===== config.mk =====
export PLATFORM = sky130hd
export DESIGN_NAME = ahb_gpio_ext
export DESIGN_NICKNAME = d
export VERILOG_FILES = /design/src/rtl/ahb_gpio_pkg.sv /design/src/rtl/ahb_gpio_ext_edge.sv /design/src/rtl/ahb_gpio_ext.sv
export SDC_FILE = /design/constraint.sdc
export NUM_CORES = 1
export LEC_CHECK = 0
export CELL_PAD_IN_SITES_DETAIL_PLACEMENT = 0
export CELL_PAD_IN_SITES_GLOBAL_PLACEMENT = 1
export CORE_UTILIZATION = 40
export CTS_CLUSTER_SIZE = 24
export DETAILED_ROUTE_END_ITERATION = 8
export DONT_BUFFER_PORTS = 1
export PLACE_DENSITY = 0.67
export SLEW_MARGIN = 0
export SYNTH_ARGS = -nofsm -noshare
export SYNTH_HDL_FRONTEND = slang
export SYNTH_SLANG_ARGS = --single-unit

===== constraint.sdc =====
create_clock -name HCLK -period 2.7 [get_ports HCLK]
set_clock_uncertainty 0.2 [all_clocks]
set_input_delay 0.27 -clock HCLK [delete_from_list [all_inputs] [get_ports HCLK]]
set_output_delay 0.27 -clock HCLK [all_outputs]
set_load 0.005 [all_outputs]

===== src/rtl/ahb_gpio_pkg.sv =====
// ahb_gpio_pkg
//   Shared definitions for the AHB-Lite GPIO: register byte offsets, the
//   register index enum and the offset decoder used by the top level.
package ahb_gpio_pkg;

  localparam logic [7:0] OFS_DATA    = 8'h00;
  localparam logic [7:0] OFS_DIR     = 8'h04;
  localparam logic [7:0] OFS_OUTSET  = 8'h08;
  localparam logic [7:0] OFS_OUTCLR  = 8'h0C;
  localparam logic [7:0] OFS_OUTTGL  = 8'h10;
  localparam logic [7:0] OFS_RISEEN  = 8'h14;
  localparam logic [7:0] OFS_FALLEN  = 8'h18;
  localparam logic [7:0] OFS_INTSTAT = 8'h1C;
  localparam logic [7:0] OFS_RAWIN   = 8'h20;

  typedef enum logic [3:0] {
    REG_DATA,
    REG_DIR,
    REG_OUTSET,
    REG_OUTCLR,
    REG_OUTTGL,
    REG_RISEEN,
    REG_FALLEN,
    REG_INTSTAT,
    REG_RAWIN,
    REG_NONE
  } reg_idx_e;

  // Exact match on the full byte offset; anything else is unmapped.
  function automatic reg_idx_e decode_ofs(input logic [7:0] ofs);
    reg_idx_e idx;
    case (ofs)
      OFS_DATA:    idx = REG_DATA;
      OFS_DIR:     idx = REG_DIR;
      OFS_OUTSET:  idx = REG_OUTSET;
      OFS_OUTCLR:  idx = REG_OUTCLR;
      OFS_OUTTGL:  idx = REG_OUTTGL;
      OFS_RISEEN:  idx = REG_RISEEN;
      OFS_FALLEN:  idx = REG_FALLEN;
      OFS_INTSTAT: idx = REG_INTSTAT;
      OFS_RAWIN:   idx = REG_RAWIN;
      default:     idx = REG_NONE;
    endcase
    return idx;
  endfunction

endpackage


===== src/rtl/ahb_gpio_ext_edge.sv =====
// gpio_edge_detect
//   Synchronises asynchronous GPIO pins through SYNC_STAGES flops, keeps a
//   one-cycle-delayed copy (prev) and produces per-bit rise/fall pulses.
// Ports:
//   clk   in   clock
//   rst   in   synchronous active-high reset, clears chain and prev
//   pin   in   WIDTH asynchronous inputs
//   sync  out  WIDTH synchronised pin value
//   rise  out  WIDTH sync & ~prev
//   fall  out  WIDTH ~sync & prev
module gpio_edge_detect
  import ahb_gpio_pkg::*;
#(
  parameter int unsigned WIDTH       = 16,
  parameter int unsigned SYNC_STAGES = 2
) (
  input  logic             clk,
  input  logic             rst,
  input  logic [WIDTH-1:0] pin,
  output logic [WIDTH-1:0] sync,
  output logic [WIDTH-1:0] rise,
  output logic [WIDTH-1:0] fall
);

  logic [WIDTH-1:0] chain [SYNC_STAGES];
  logic [WIDTH-1:0] prev;

  always_ff @(posedge clk) begin
    if (rst) begin
      chain <= '{default: '0};
      prev  <= '0;
    end else begin
      chain[0] <= pin;
      for (int unsigned i = 1; i < SYNC_STAGES; i++) begin
        chain[i] <= chain[i-1];
      end
      // prev follows the pin regardless of direction, so a bit turning
      // from output to input never sees a stale value and fakes an edge.
      prev <= chain[SYNC_STAGES-1];
    end
  end

  assign sync = chain[SYNC_STAGES-1];
  assign rise = sync & ~prev;
  assign fall = ~sync & prev;

endmodule


===== src/rtl/ahb_gpio_ext.sv =====
// ahb_gpio_ext
//   AHB-Lite zero-wait-state GPIO slave: per-bit direction, atomic
//   set/clear/toggle of outputs, synchronised inputs, rise/fall edge
//   interrupts with W1C status and a single IRQ line.
// Ports:
//   HCLK, HRESET          clock, synchronous active-high reset
//   HSEL, HADDR, HTRANS,
//   HWRITE, HWDATA,
//   HREADY                AHB-Lite slave inputs (HADDR[7:0] decoded)
//   HREADYOUT, HRDATA     AHB-Lite slave outputs (HREADYOUT tied 1)
//   GPIOIN                asynchronous pin inputs
//   GPIOOUT, GPIOOE       output register, output enable (= DIR)
//   IRQ                   OR of all pending interrupt status bits
module ahb_gpio_ext
  import ahb_gpio_pkg::*;
#(
  parameter int unsigned WIDTH       = 16,
  parameter int unsigned SYNC_STAGES = 2
) (
  input  logic             HCLK,
  input  logic             HRESET,
  input  logic             HSEL,
  input  logic [31:0]      HADDR,
  input  logic [1:0]       HTRANS,
  input  logic             HWRITE,
  input  logic [31:0]      HWDATA,
  input  logic             HREADY,
  input  logic [WIDTH-1:0] GPIOIN,
  output logic             HREADYOUT,
  output logic [31:0]      HRDATA,
  output logic [WIDTH-1:0] GPIOOUT,
  output logic [WIDTH-1:0] GPIOOE,
  output logic             IRQ
);

  logic             ap_sel, ap_trans, ap_write;
  logic [7:0]       ap_addr;
  reg_idx_e         ap_idx;
  logic             wr_en, rd_en;
  logic [WIDTH-1:0] wdata;

  logic [WIDTH-1:0] out_r, dir_r, riseen_r, fallen_r, intstat_r;
  logic [WIDTH-1:0] sync_in, rise, fall, evt, w1c, rdata;

  logic unused;
  assign unused = &{1'b0, HADDR[31:8], HTRANS[0], HWDATA};

  // Address phase capture; only when the bus is ready.
  always_ff @(posedge HCLK) begin
    if (HRESET) begin
      ap_sel   <= 1'b0;
      ap_trans <= 1'b0;
      ap_write <= 1'b0;
      ap_addr  <= '0;
    end else if (HREADY) begin
      ap_sel   <= HSEL;
      ap_trans <= HTRANS[1];
      ap_write <= HWRITE;
      ap_addr  <= HADDR[7:0];
    end
  end

  assign ap_idx = decode_ofs(ap_addr);
  // Data phase ends only on HREADY; gating keeps a stalled phase from
  // committing a set/clear/toggle more than once.
  assign wr_en  = ap_sel & ap_trans & ap_write & HREADY;
  assign rd_en  = ap_sel & ap_trans & ~ap_write;
  assign wdata  = HWDATA[WIDTH-1:0];

  gpio_edge_detect #(
    .WIDTH      (WIDTH),
    .SYNC_STAGES(SYNC_STAGES)
  ) u_edge (
    .clk (HCLK),
    .rst (HRESET),
    .pin (GPIOIN),
    .sync(sync_in),
    .rise(rise),
    .fall(fall)
  );

  assign evt = ~dir_r & ((rise & riseen_r) | (fall & fallen_r));
  assign w1c = (wr_en && ap_idx == REG_INTSTAT) ? wdata : '0;

  always_ff @(posedge HCLK) begin
    if (HRESET) begin
      out_r     <= '0;
      dir_r     <= '0;
      riseen_r  <= '0;
      fallen_r  <= '0;
      intstat_r <= '0;
    end else begin
      // A new event wins over a simultaneous clear.
      intstat_r <= evt | (intstat_r & ~w1c);
      if (wr_en) begin
        case (ap_idx)
          REG_DATA:   out_r    <= wdata;
          REG_DIR:    dir_r    <= wdata;
          REG_OUTSET: out_r    <= out_r | wdata;
          REG_OUTCLR: out_r    <= out_r & ~wdata;
          REG_OUTTGL: out_r    <= out_r ^ wdata;
          REG_RISEEN: riseen_r <= wdata;
          REG_FALLEN: fallen_r <= wdata;
          default:    ;
        endcase
      end
    end
  end

  always_comb begin
    rdata = '0;
    if (rd_en) begin
      case (ap_idx)
        REG_DATA:    rdata = (dir_r & out_r) | (~dir_r & sync_in);
        REG_DIR:     rdata = dir_r;
        REG_RISEEN:  rdata = riseen_r;
        REG_FALLEN:  rdata = fallen_r;
        REG_INTSTAT: rdata = intstat_r;
        REG_RAWIN:   rdata = sync_in;
        default:     rdata = '0;
      endcase
    end
  end

  always_comb begin
    HRDATA             = '0;
    HRDATA[WIDTH-1:0]  = rdata;
  end

  assign HREADYOUT = 1'b1;
  assign GPIOOUT   = out_r;
  assign GPIOOE    = dir_r;
  assign IRQ       = |intstat_r;

endmodule


Yosys cells after proc, flatten, opt, wreduce, memory -nomap -nowiden
Cells that the tools add are included.
{"block": "totals", "register_bits": 139, "output_inout_bits": 66}
{"block": "op_classes", "n_eq_ne": 16, "muxes": 5, "n_bitwise": 24, "n_reduce_logical": 9}
{"op": "$and 16x16->16", "n": 9}
{"op": "$pmux 16 s6", "n": 1}
{"op": "$not 16->16", "n": 5}
{"op": "$or 16x16->16", "n": 4}
{"op": "$pmux 16 s4", "n": 1}
{"op": "$pmux 4 s9", "n": 1}
{"op": "$eq 8x5->1 const B", "n": 4}
{"op": "$mux 16", "n": 2}
{"op": "$eq 4x3->1 const B", "n": 4}
{"op": "$eq 8x4->1 const B", "n": 2}
{"op": "$reduce_or 16->1", "n": 1}
{"op": "$xor 16x16->16", "n": 1}
{"op": "$eq 4x2->1 const B", "n": 2}
{"op": "$eq 8x3->1 const B", "n": 1}
{"op": "$eq 8x6->1 const B", "n": 1}
{"op": "$logic_not 8->1", "n": 1}
{"op": "$reduce_and 2->1", "n": 4}
{"op": "$and 1x1->1", "n": 4}
{"op": "$eq 4x1->1 const B", "n": 1}
{"op": "$eq 4x4->1 const B", "n": 1}
{"op": "$logic_not 4->1", "n": 1}
{"op": "$reduce_bool 4->1", "n": 1}
{"op": "$logic_and 1x1->1", "n": 1}
{"op": "$not 1->1", "n": 1}

Logic depth before layout (Yosys ltp)
{"block": "depth", "depth_word": 8, "ltp_mapped": 7, "ltp_nobuf": 6}

Hierarchy
Synthesis repeated with hierarchy kept, for this count alone.
{"block": "hier_totals", "hier_cells": 761, "area_unflattened_um2": 7119.3}
{"mod": "ahb_gpio_ext", "n_inst": 1, "cells_each": 612, "area_each_um2": 5494.0, "seq_area_each_um2": 1821.7}
{"mod": "gpio_edge_detect", "n_inst": 1, "cells_each": 149, "area_each_um2": 1625.3, "seq_area_each_um2": 960.9}

Worst setup path after synthesis
Ideal clock, no wire load.
{"block": "synth_timing", "kind": "reg2out", "startpoint": "register ap_addr[6]", "endpoint": "output port HRDATA[0]", "arrival_time_ns": 1.888, "t_required_ns": 2.230, "path_slack_ns": 0.342, "path_stages_with_launch": 8, "n_path_buf": 4, "path_cell_list": "dfxtp_1 -> or4_4 -> buf_6 -> buf_6 -> buf_6 -> or3_1 -> clkbuf_1 -> o22ai_1"}
{"block": "synth_via", "elab_chain_len": 5}
{"item": "start, declared", "line_no": "ahb_gpio_ext.sv:37", "source": "logic [7:0] ap_addr;"}
{"item": "start signal, assigned", "line_no": "ahb_gpio_ext.sv:59", "source": "ap_addr <= HADDR[7:0];"}
{"item": "$eq 8x6->1, or another cell as far along", "line_no": "ahb_gpio_pkg.sv:32", "source": "case (ofs)"}
{"item": "$pmux 4 s9 *", "line_no": "ahb_gpio_pkg.sv:32"}
{"item": "$eq 4x4->1, or another cell as far along", "line_no": "ahb_gpio_ext.sv:113", "source": "case (ap_idx)"}
{"item": "$pmux 16 s6 *", "line_no": "ahb_gpio_ext.sv:113"}
{"item": "$mux 16 *", "line_no": "ahb_gpio_ext.sv:112", "source": "if (rd_en) begin"}
{"item": "end, declared", "line_no": "ahb_gpio_ext.sv:30", "source": "output logic [31:0] HRDATA,"}
Every way passes the cells marked *; elsewhere a longest branch is shown, timed or not.

Worst setup path in the final report
{"block": "layout_timing", "startpoint": "register ap_addr[1]", "endpoint": "output port HRDATA[13]"}
The elaborated chain is that of the path after synthesis.

==> run metrics <==
Worst Hold Class input pin to register; I/O Pins 153; row count 48; worst r2r src ap_addr[1]; initial DRC count 495; post-synth top area share 0.385; start point of the critical path ap_addr[1]; Ant. Diodes 0; DIE AREA between 15,000 and 20,000 sq um; DR DRC count 0; drt first pass iters 5; largest cells by area after synthesis dfxtp_1 38%, mux2i_1 8.9%, ha_1 5.5%; CP Max Fanout 11; pin count of the biggest net entering global routing 113; via count roughly 6,400; Pwr Density 568 nW/um^2; Synth Area per Inst 8.81 sq um; Post-synth EDFFs 0; Num CTS Buffers 17; wire per inst 19.8 um; Placer Congestion between 0.7 and 0.8; count leader, synth dfxtp_1; RSZ-0062 raised after global routing true; WL final 22.2 mm; min cycle time layout 2.67 ns; Placed Cells incl. Taps 1,023; Max VDD drop 0.417 mV; crit path capture type primary output; Worst-Margin Slew 0.636 ns; design area 8790 sq um; Final WS setup 0.0311 ns; Fmax ~0.37 GHz; Mapped Area 7230 sq um; initial antenna violation count 1; max_cap viols 0; placed wire-length estimate between 10 and 15 mm; CP Class register to primary output; vias in the first global route 6,051; Clk Latency, worst-skew pair 0.42 ns; Commonest cells post-synth 139 x dfxtp_1, 71 x a21oi_1, 67 x nor2_1; synth unique cells 38; clock buffer depth 2; initial core utilization 0.414; core area 17,500 sq um; relative slew slack 0.576; WHS between 0.07 and 0.08 ns; Post-Synthesis Cells 821; CTS clk-pin slew, worst paths 0.06 ns; placed cell areas about 7500 sq um; Root Driver clkbuf_16; Fin. Hold Viols 0; input/output buffers 0; fin. max-slew vios 0; Vias per Instance about 5.7; pre-CTS setup slack 0.139 ns; yosys warns 0; TritonCTS clock tree done; first-pass GRT wire length between 30 and 40 mm; Leak Pwr 0.00315 uW; status complete, no violations; min-delay src HRESET; area leader, netlist dfxtp_1; final period utilization 0.988; die extent in x 136 um; Seq cells post-synth 139; Total Routing Usage GR 0.245; Die Ht 136 um; top_reg_cell synth dfxtp_1; CTS sink cnt 139; CP Data Arrival Time approximately 2.2 ns; global route overflow 0; Final ANT Viol Nets 0; post-route insts no fill ~1,100; Layout area overhead 21.6%; Setup Viol. Count Final 0; share of post-route cells with drive strength above 1 0.125; htree depth 4; Post-synth ARST share 0; Seq/Total Area, Yosys 0.385; startpoint class of the critical path register; Final nets 1,000; Fin Setup TNS 0 ns; Worst EP required 2.23 ns
==> cell type report <==
| type | instances | area (sq um) |
|---|---|---|
| Sequential cell | 139 | 2790 |
| Timing Repair Buffer | 106 | 1000 |
| Inverter | 33 | 124 |
| Multi-Input combinational cell | 584 | 4000 |
| Tap cell | 225 | 282 |
| Fill cell | 1669 | 8680 |
| Clock buffer | 19 | 443 |
| Clock inverter | 13 | 163 |
==> logic make-up (layout without fill, tap and decap cells) <==
logic type                 count (synthesis)  in the layout  synth area share
other                                      2             17           0.00104
muxes                                     65             65            0.0902
buffers and inverters                    113            171            0.0763
AOI/OAI and AO/OA                        171            171             0.158
DFF                                      139            139             0.385
and+or+nand+nor                          299            299             0.234
adders and majority gates                 32             32            0.0554
==> worst max-delay path, cell delays in order, from the launching register on <==
cell	delay, ns
dfxtp_1	0.32
or4_4	0.60
or3_1	0.33
buf_4	0.21
o22ai_1	0.31
==> layout by cell type, fill, tap and decap left out, drive strengths merged <==
master / count
a211oi: 16
a21boi: 1
a21oi: 79
a221oi: 6
a22oi: 26
a31o: 1
and4bb: 1
buf: 44
bufinv: 3
clkbuf: 19
clkinv: 3
clkinvlp: 3
conb: 17
dfxtp: 139
dlygate4sd3: 62
ha: 32
inv: 37
mux2: 1
mux2i: 64
nand2: 65
nand2b: 13
nand3: 11
nand3b: 35
nand4: 18
nor2: 67
nor2b: 49
nor3: 1
nor4: 14
nor4b: 1
o21ai: 11
o22ai: 16
o2bb2ai: 15
or3: 3
or3b: 1
or4: 20
==> report_power, final <==
part	internal [uW]	total [uW]	switching (uW)
Combinational	191	439	248
Sequential	2090	2130	39.3
Clock	1480	2420	941
==> worst paths after layout <==
check / cells past startpoint / end / slack [ns]
setup / recovery: 4 / HRDATA[13] / 0.03
hold / removal: 2 / GPIOOE[2] / 0.07
hold reg to reg: 1 / u_edge.sync[12] / 0.24
setup reg to reg: 6 / riseen_r[15] / 0.26
==> repair_timing <==
item | 4_1_cts | 5_1_grt
gates cloned | 0 | 0
setup buffers | 1 | 0
resized for setup | 7 | 3
pin swaps | 4 | 1
endpoints found under the setup margin | 16 | 7
hold buffers | 63 | 0
endpoints found under the hold margin | 139 | 0
==> metal layers <==
metal / vias up / GRT usage / wire length (um)
met2: 220 / 0.378 / 10100
met4: 0 / 0.0926 / 465
met5: - / 0 / 0
li1: 2994 / - / -
met3: 33 / 0.0477 / 1320
met1: 3108 / 0.337 / 10300
==> state kept, by name (all words and copies together), names as in the netlist <==
name and count:
fallen_r 16, u_edge.prev 16, u_edge.chain 16, ap_sel 1
ap_addr 8, GPIOOE 16, riseen_r 16, intstat_r 16
ap_trans 1, u_edge.sync 16, GPIOOUT 16, ap_write 1
==> metrics by stage <==
step | power (uW) | util
4_1_cts | 5020 | 0.502
2_1_floorplan | 2440 | -
6_report | 4990 | 0.503
3_3_place_gp | 2460 | 0.428
5_1_grt | 5170 | 0.503
3_5_place_dp | 2470 | 0.428
No activity file was read; power rests on OpenSTA's default activity.
